==> config.mk <==
export PLATFORM = sky130hd
export DESIGN_NAME = dbus_bridge_flat
export DESIGN_NICKNAME = d
export VERILOG_FILES = /design/src/rtl/dbus_if.sv /design/src/rtl/dbus_bridge.sv /design/src/flat_wrapper.sv
export SDC_FILE = /design/constraint.sdc
export NUM_CORES = 1
export LEC_CHECK = 0
export ABC_AREA = 1
export BUFFER_PORTS_ARGS = -buffer_cell sky130_fd_sc_hd__buf_2
export CORE_MARGIN = 3
export CORE_UTILIZATION = 40
export CTS_CLUSTER_DIAMETER = 40
export DETAILED_ROUTE_END_ITERATION = 10
export GPL_TIMING_DRIVEN = 0
export HOLD_SLACK_MARGIN = 0.12
export PLACE_DENSITY_LB_ADDON = 0.05
export SYNTH_ARGS = -nofsm -noshare
export SYNTH_HDL_FRONTEND = slang
export SYNTH_SLANG_ARGS = --single-unit
==> constraint.sdc <==
create_clock -name clk -period 1.3 [get_ports clk]
set_clock_uncertainty 0.1 [all_clocks]
set_input_delay 0.195 -clock clk [delete_from_list [all_inputs] [get_ports clk]]
set_output_delay 0.195 -clock clk [all_outputs]
set_load 0.005 [all_outputs]
==> src/rtl/dbus_if.sv <==
// System data bus: single outstanding valid/ready transfer with byte strobes.
// The bridge drives the request side (master); the memory/peripheral answers (slave).
interface dbus_if #(
  parameter int XLEN = 32
) ();
  logic              bus_valid;
  logic [XLEN-1:0]   bus_addr;
  logic [XLEN-1:0]   bus_wdata;
  logic [XLEN/8-1:0] bus_wstrb;
  logic              bus_we;
  logic              bus_ready;
  logic [XLEN-1:0]   bus_rdata;
  logic              bus_err;

  modport master (
    output bus_valid, bus_addr, bus_wdata, bus_wstrb, bus_we,
    input  bus_ready, bus_rdata, bus_err
  );

  modport slave (
    input  bus_valid, bus_addr, bus_wdata, bus_wstrb, bus_we,
    output bus_ready, bus_rdata, bus_err
  );
endinterface

==> src/rtl/dbus_bridge.sv <==
// CPU data-port to system-bus bridge: converts a held CPU request into one bus
// transfer, stalls the core until it completes, and aborts after TIMEOUT cycles.
module dbus_bridge #(
  parameter int XLEN    = 32,
  parameter int TIMEOUT = 16
) (
  input  logic              clk,
  input  logic              rstn,
  input  logic [XLEN-1:0]   mem_addr,
  input  logic [XLEN-1:0]   mem_din,
  input  logic [XLEN/8-1:0] mem_w,
  input  logic              mem_r,
  output logic [XLEN-1:0]   mem_dout,
  output logic              stall,
  output logic              err,
  dbus_if.master            bus
);

  localparam int CNT_W = (TIMEOUT > 1) ? $clog2(TIMEOUT) : 1;
  localparam logic [CNT_W-1:0] CNT_LAST = CNT_W'(TIMEOUT - 1);

  typedef enum logic [1:0] {IDLE, REQ, DONE} state_t;

  state_t            state;
  logic [CNT_W-1:0]  cnt;
  logic [XLEN-1:0]   data_q;
  logic              err_q;
  logic              req;

  // Any strobe bit makes the access a write, so mem_r is irrelevant then.
  assign req = mem_r | (|mem_w);

  always_ff @(posedge clk or negedge rstn) begin
    if (!rstn) begin
      state         <= IDLE;
      cnt           <= '0;
      data_q        <= '0;
      err_q         <= 1'b0;
      bus.bus_valid <= 1'b0;
      bus.bus_addr  <= '0;
      bus.bus_wdata <= '0;
      bus.bus_wstrb <= '0;
      bus.bus_we    <= 1'b0;
    end else begin
      case (state)
        IDLE: begin
          if (req) begin
            bus.bus_addr  <= mem_addr;
            bus.bus_wdata <= mem_din;
            bus.bus_wstrb <= mem_w;
            bus.bus_we    <= |mem_w;
            bus.bus_valid <= 1'b1;
            cnt           <= '0;
            state         <= REQ;
          end
        end
        REQ: begin
          if (bus.bus_ready) begin
            data_q        <= bus.bus_we ? '0 : bus.bus_rdata;
            err_q         <= bus.bus_err;
            bus.bus_valid <= 1'b0;
            state         <= DONE;
          end else if (cnt == CNT_LAST) begin
            // Dead slave: abandon the transfer and report it as an error.
            data_q        <= '0;
            err_q         <= 1'b1;
            bus.bus_valid <= 1'b0;
            state         <= DONE;
          end else begin
            cnt <= cnt + CNT_W'(1);
          end
        end
        DONE:    state <= IDLE;
        default: state <= IDLE;
      endcase
    end
  end

  // rstn gates stall so a held request cannot freeze the core during reset.
  assign stall    = rstn && ((state == IDLE && req) || state == REQ);
  assign err      = (state == DONE) && err_q;
  assign mem_dout = data_q;

endmodule
==> src/flat_wrapper.sv <==
// flat-port wrapper written by rule: the top's interface ports become plain ports
module dbus_bridge_flat 
#(
  parameter int XLEN    = 32,
  parameter int TIMEOUT = 16
)
  (clk, rstn, mem_addr, mem_din, mem_w, mem_r, mem_dout, stall, err, bus_bus_valid, bus_bus_addr, bus_bus_wdata, bus_bus_wstrb, bus_bus_we, bus_bus_ready, bus_bus_rdata, bus_bus_err);
  dbus_if #(.XLEN(XLEN)) bus_i ();
  input  logic clk;
  input  logic rstn;
  input  logic [XLEN-1:0] mem_addr;
  input  logic [XLEN-1:0] mem_din;
  input  logic [XLEN/8-1:0] mem_w;
  input  logic mem_r;
  output logic [XLEN-1:0] mem_dout;
  output logic stall;
  output logic err;
  output wire logic [$bits(bus_i.bus_valid)-1:0] bus_bus_valid;
  output wire logic [$bits(bus_i.bus_addr)-1:0] bus_bus_addr;
  output wire logic [$bits(bus_i.bus_wdata)-1:0] bus_bus_wdata;
  output wire logic [$bits(bus_i.bus_wstrb)-1:0] bus_bus_wstrb;
  output wire logic [$bits(bus_i.bus_we)-1:0] bus_bus_we;
  input wire logic [$bits(bus_i.bus_ready)-1:0] bus_bus_ready;
  input wire logic [$bits(bus_i.bus_rdata)-1:0] bus_bus_rdata;
  input wire logic [$bits(bus_i.bus_err)-1:0] bus_bus_err;
  assign bus_bus_valid = bus_i.bus_valid;
  assign bus_bus_addr = bus_i.bus_addr;
  assign bus_bus_wdata = bus_i.bus_wdata;
  assign bus_bus_wstrb = bus_i.bus_wstrb;
  assign bus_bus_we = bus_i.bus_we;
  assign bus_i.bus_ready = bus_bus_ready;
  assign bus_i.bus_rdata = bus_bus_rdata;
  assign bus_i.bus_err = bus_bus_err;
  dbus_bridge #(.XLEN(XLEN), .TIMEOUT(TIMEOUT)) u_core (.clk(clk), .rstn(rstn), .mem_addr(mem_addr), .mem_din(mem_din), .mem_w(mem_w), .mem_r(mem_r), .mem_dout(mem_dout), .stall(stall), .err(err), .bus(bus_i));
endmodule
After elaboration in Yosys (flattened, before gate mapping)
Index checks and enable logic that the tools add are counted. W data, S select, Z words.

Muxes and demuxes: 17. Eq/ne operators: 7. Reductions and logical operators: 13. Bitwise logic cells: 1. Add/subtract/negate cells: 1.

Operators with widths (count): $mux W32 (3); $mux W4 (3); $pmux W4 S2 (1); $mux W2 (3); $reduce_and A2 Y1 (3); $mux W1 (5); $add A4 B1 Y4 const B (1); $eq A4 B4 Y1 const B (1); $ne A2 B2 Y1 const B (2); $pmux W2 S2 (1); $reduce_and A4 Y1 (1); $reduce_bool A2 Y1 (2); $reduce_or A4 Y1 (1); $logic_and A1 B1 Y1 (3); $ne A3 B2 Y1 const B (1); $reduce_and A3 Y1 (1); $eq A2 B1 Y1 const B (1); $eq A2 B2 Y1 const B (1); $logic_not A2 Y1 (1); $ne A2 B1 Y1 const B (1); $pmux W1 S2 (1); $logic_or A1 B1 Y1 (1); $or A1 B1 Y1 (1).

Output and inout port bits: 104. Flip-flop bits (word level): 109. Input bits: 105.

Depth between registers and ports, before layout
Word-level depth: 5. Depth in mapped cells: 7. Mapped depth without buffers: 6.

Worst setup path before layout
No wires, ideal clock.

Path kind: register to register. From: register u_core.cnt[0]. To: register u_core.bus.bus_valid. Setup time: 0.120 ns. Data arrival time: 1.111 ns. Clock period less this slack: 1.331 ns. Path slack: -0.031 ns. Stages on the path, launching flop included: 8. Cells stage by stage: dfrtp_1 -> ha_1 -> nand3_1 -> nand2_1 -> nand2_2 -> buf_6 -> nand2_1 -> nand2_1.

Cells in the longest elaborated chain, start to end: 3.

RTL lines: start: declaration (line dbus_bridge.sv:25) `logic [CNT_W-1:0] cnt;`; start signal: assignment (line dbus_bridge.sv:70) `cnt <= cnt + CNT_W'(1);`; $eq A4 B4 Y1 (line dbus_bridge.sv:63) `end else if (cnt == CNT_LAST) begin`; $ne A3 B2 Y1 (no source line); $reduce_and A3 Y1 (no source line); end signal: assignment (line dbus_bridge.sv:52) `bus.bus_valid <= 1'b1;`; end signal: assignment (line dbus_bridge.sv:61) `bus.bus_valid <= 1'b0;`; end signal: assignment (line dbus_bridge.sv:67) `bus.bus_valid <= 1'b0;`; end: declaration (line dbus_if.sv:16) `output bus_valid, bus_addr, bus_wdata, bus_wstrb, bus_we,`.

No other way between the ends. A chain may end at the register's enable or synchronous reset.

Final worst setup path
From: register u_core.state[0]. To: output stall.

Cells in the longest elaborated chain, start to end: 4. Elaborated cells between the ends (all ways): 5. Those cells by class: eq/ne (1); reduce/logical (4).

RTL lines: start: declaration (line dbus_bridge.sv:24) `state_t state;`; start signal: assignment (line dbus_bridge.sv:35) `state <= IDLE;`; start signal: assignment (line dbus_bridge.sv:54) `state <= REQ;`; start signal: assignment (line dbus_bridge.sv:62) `state <= DONE;`; $logic_not A2 Y1 (line dbus_bridge.sv:80) `assign stall = rstn && ((state == IDLE && req) || state == REQ);`; $logic_and A1 B1 Y1 (line dbus_bridge.sv:80); $logic_or A1 B1 Y1 * (line dbus_bridge.sv:80); $logic_and A1 B1 Y1 * (line dbus_bridge.sv:80); end: declaration (line flat_wrapper.sv:16) `output logic stall;`.

Every way passes the cells marked *; elsewhere a longest branch is shown, timed or not.

==> impl_results.md <==
* CORE AREA at roughly 11,000 sq um
* CTS Sinks at about 110
* Area contributors post-synth: dfrtp_1, nand2_1, nand3_1, buf_6, buf_2
* Pwr dens at 2150 nW/um^2
* Rows at 37
* Port bufs at roughly 210
* Max Buffers Root-to-Sink at 2
* Hold crit path type: in -> async
* Routed wire per std cell at 14.8 um
* Reg2reg path depth at 9
* Crit. Startpoint: u_core.state[0]
* R2R Path Start: u_core.state[0]
* Via count at approximately 4,700
* Setup tns final at -24.80 ns
* Synth-to-layout area growth at 74.2%
* First-pass GRT wire length at between 20 and 25 mm
* Initial Util at about two fifths
* Failing checks: hold timing, setup timing
* Crit path time final at 1.71 ns
* Wirelength, routed at 14.7 mm
* Top cell type's share of synthesized area at between 60% and 70%
* Syn Area/Cell at ~9 sq um
* CTS Buf Count at 9
* Worst EP arrival at 1.42 ns
* Reg clk slew, reported paths at approximately 0.11 ns
* Distinct cells, synth at 19
* Boundary Pins at around 210
* Crit path required time at 1.00 ns
* Cells along the critical path: nor2_4, nand2_2, buf_8, a21boi_2, buf_2
* Mapped cell area at 4420 sq um
* H-tree levels at 3
* DP Wirelength at 8.74 mm
* Most frequent cells in the layout: buf_2, nand2_1, dfrtp_1
* Worst setup SP type: register
* Sequential fraction of the synthesis area at just over 60%
* Cell taking the most area after synthesis: dfrtp_1
* Post-route ant nets at 0
* Max incr delay on CP at between 0.4 and 0.5 ns
* GRT Total Usage at 22.7%
* Clk root buf: clkbuf_8
* Final Hold Viols at 50
* Final period util at 132%
* CTS tree: built
* DRC violations left at 0
* Synth Warn # at 0
* Final hold slack at -0.243 ns
* # diodes at 0
* Placed instance area at 5670 sq um
* Nets at 960
* Die area at 12,400 sq um
* RePlAce Congestion at just under 0.8
* Critical-path top delay cell: dfrtp_1
* Commonest non-fill, non-tap cell in the layout: buf_2
* Max-cap check violation count at 0
* Die W at around 110 um
* CP max FO at 3
* Pin count of the biggest net entering global routing at 60
* F_max at 0.585 GHz
* Lkg Pwr at approximately 4.3 nW
* Drt pass-1 iters at 5
* Die Ht at 111 um
* Place WS at -0.305 ns
* Fillers at approximately 800
* DR vias/cell at 4.76
* Vias in the first global route at ~4,800
* Worst Setup End Kind: output port
* Initial antenna violation count at 0
* Slew Limit Fails at 0
* Slew headroom at between 50% and 60%
* Worst-skew pair later-pin latency at 0.36 ns
* Post-Syn Instances at around 500
* #FFs+latches synth at about 110
* Hold_buf cts at ~100
* Total grt overflow at 0
* Layout cells sized above 1 at about 39%
* RSZ-0062 raised after global routing: true
* Critical path class: reg -> out
* Synthesized Nets at ~600
* Worst slew pin tran at 0.683 ns
* Peak VDD IR at 1060 uV
* 1st-iter DRT viols at 305
* Endpoints failing setup at between 100 and 150
* Cell area after layout at slightly below 8000 sq um
* Min setup slack post-route at -0.411 ns
* Status: finished, violations left
## synth_stat cells
master and n:
nand3_2 1, nand2_2 2, inv_1 7, xor2_1 1
ha_1 1, a21boi_0 1, nand3_1 108, nand4_1 1
buf_6 8, buf_1 2, clkbuf_1 8, nor2_2 3
buf_4 1, nor2_4 2, buf_2 12, nor2_1 3
nand2_1 218, o21ai_0 1, dfrtp_1 109
## flip-flops by register name, indices dropped and copies added, names as in the netlist
name                  cells
u_core.bus.bus_valid      1
u_core.mem_dout          32
u_core.bus.bus_wdata     32
u_core.bus.bus_wstrb      4
u_core.cnt                4
u_core.state              2
u_core.bus.bus_we         1
u_core.err_q              1
u_core.bus.bus_addr      32
## path summary, 6_finish.rpt
check | slack, ns | end
worst max-delay path | -0.41 | stall
worst min-delay path | -0.24 | u_core.mem_dout[5]
worst max register to register | -0.38 | u_core.bus.bus_wstrb[1]
worst min register to register | 0.38 | u_core.bus.bus_wdata[26]
max in group asynchronous | 0.62 | u_core.bus.bus_addr[7]
min in group clk | 0.14 | u_core.err_q
## routing by layer
metal / up-vias / track usage [%] / routed length (um)
met5: - / 0 / 0
met2: 184 / 38.9 / 7320
met4: 0 / 8.43 / 379
met3: 33 / 4.86 / 966
li1: 2291 / - / -
met1: 2228 / 28.3 / 6030
## stage by stage
stage	hold WS [ns]	instances	util, %	power [W]
floorplan	-0.201	489	-	0.00910
CTS	-0.232	985	70.0	0.0156
detailed placement	0.179	834	53.7	0.0119
global placement	0.324	833	53.4	0.0117
global route	-0.203	995	73.0	0.0179
finish	-0.243	995	73.0	0.0166
## report_power, final
group / internal [W] / switching, W / total, W / leakage (nW)
registers: 0.00505 / 0.000907 / 0.00595 / 1.37
logic: 0.00460 / 0.00412 / 0.00872 / 2.81
clock network: 0.000756 / 0.00114 / 0.00190 / 0.0897
## repair_timing
item                                    in CTS  in global routing
endpoints found under the setup margin     108                111
hold endpoints to repair                   152                 50
cloned                                       8                  3
pin swaps                                   17                 78
setup buffers                               24                 11
gates resized for setup                     57                 55
## critical path, delay by kind of cell (launching register included)
| kind | cells | cell delay [ns] |
|---|---|---|
| simple gates | 2 | 0.24 |
| compound gates | 1 | 0.12 |
| flops | 1 | 0.43 |
| buf+inv | 2 | 0.27 |
## final cells by class
cell class / count / area, sq um / area share, %
Clock inverter: 5 / 35.0 / 0.455
Tap cell: 136 / 170 / 2.21
Inverter: 7 / 26.3 / 0.341
Clock buffer: 11 / 141 / 1.84
Sequential cell: 109 / 2730 / 35.4
Timing Repair Buffer: 355 / 2640 / 34.2
Multi-Input combinational cell: 343 / 1680 / 21.7
Buffer: 29 / 289 / 3.75
## cell families after synthesis
logic type      after synthesis  share of synthesized area [%]
compound gates                2                          0.283
xor+xnor                      1                          0.198
fa+ha+maj                     1                          0.283
buf+inv                      38                           5.01
flops                       109                           61.7
simple gates                338                           32.6
Power figures use the tool's default switching activity.
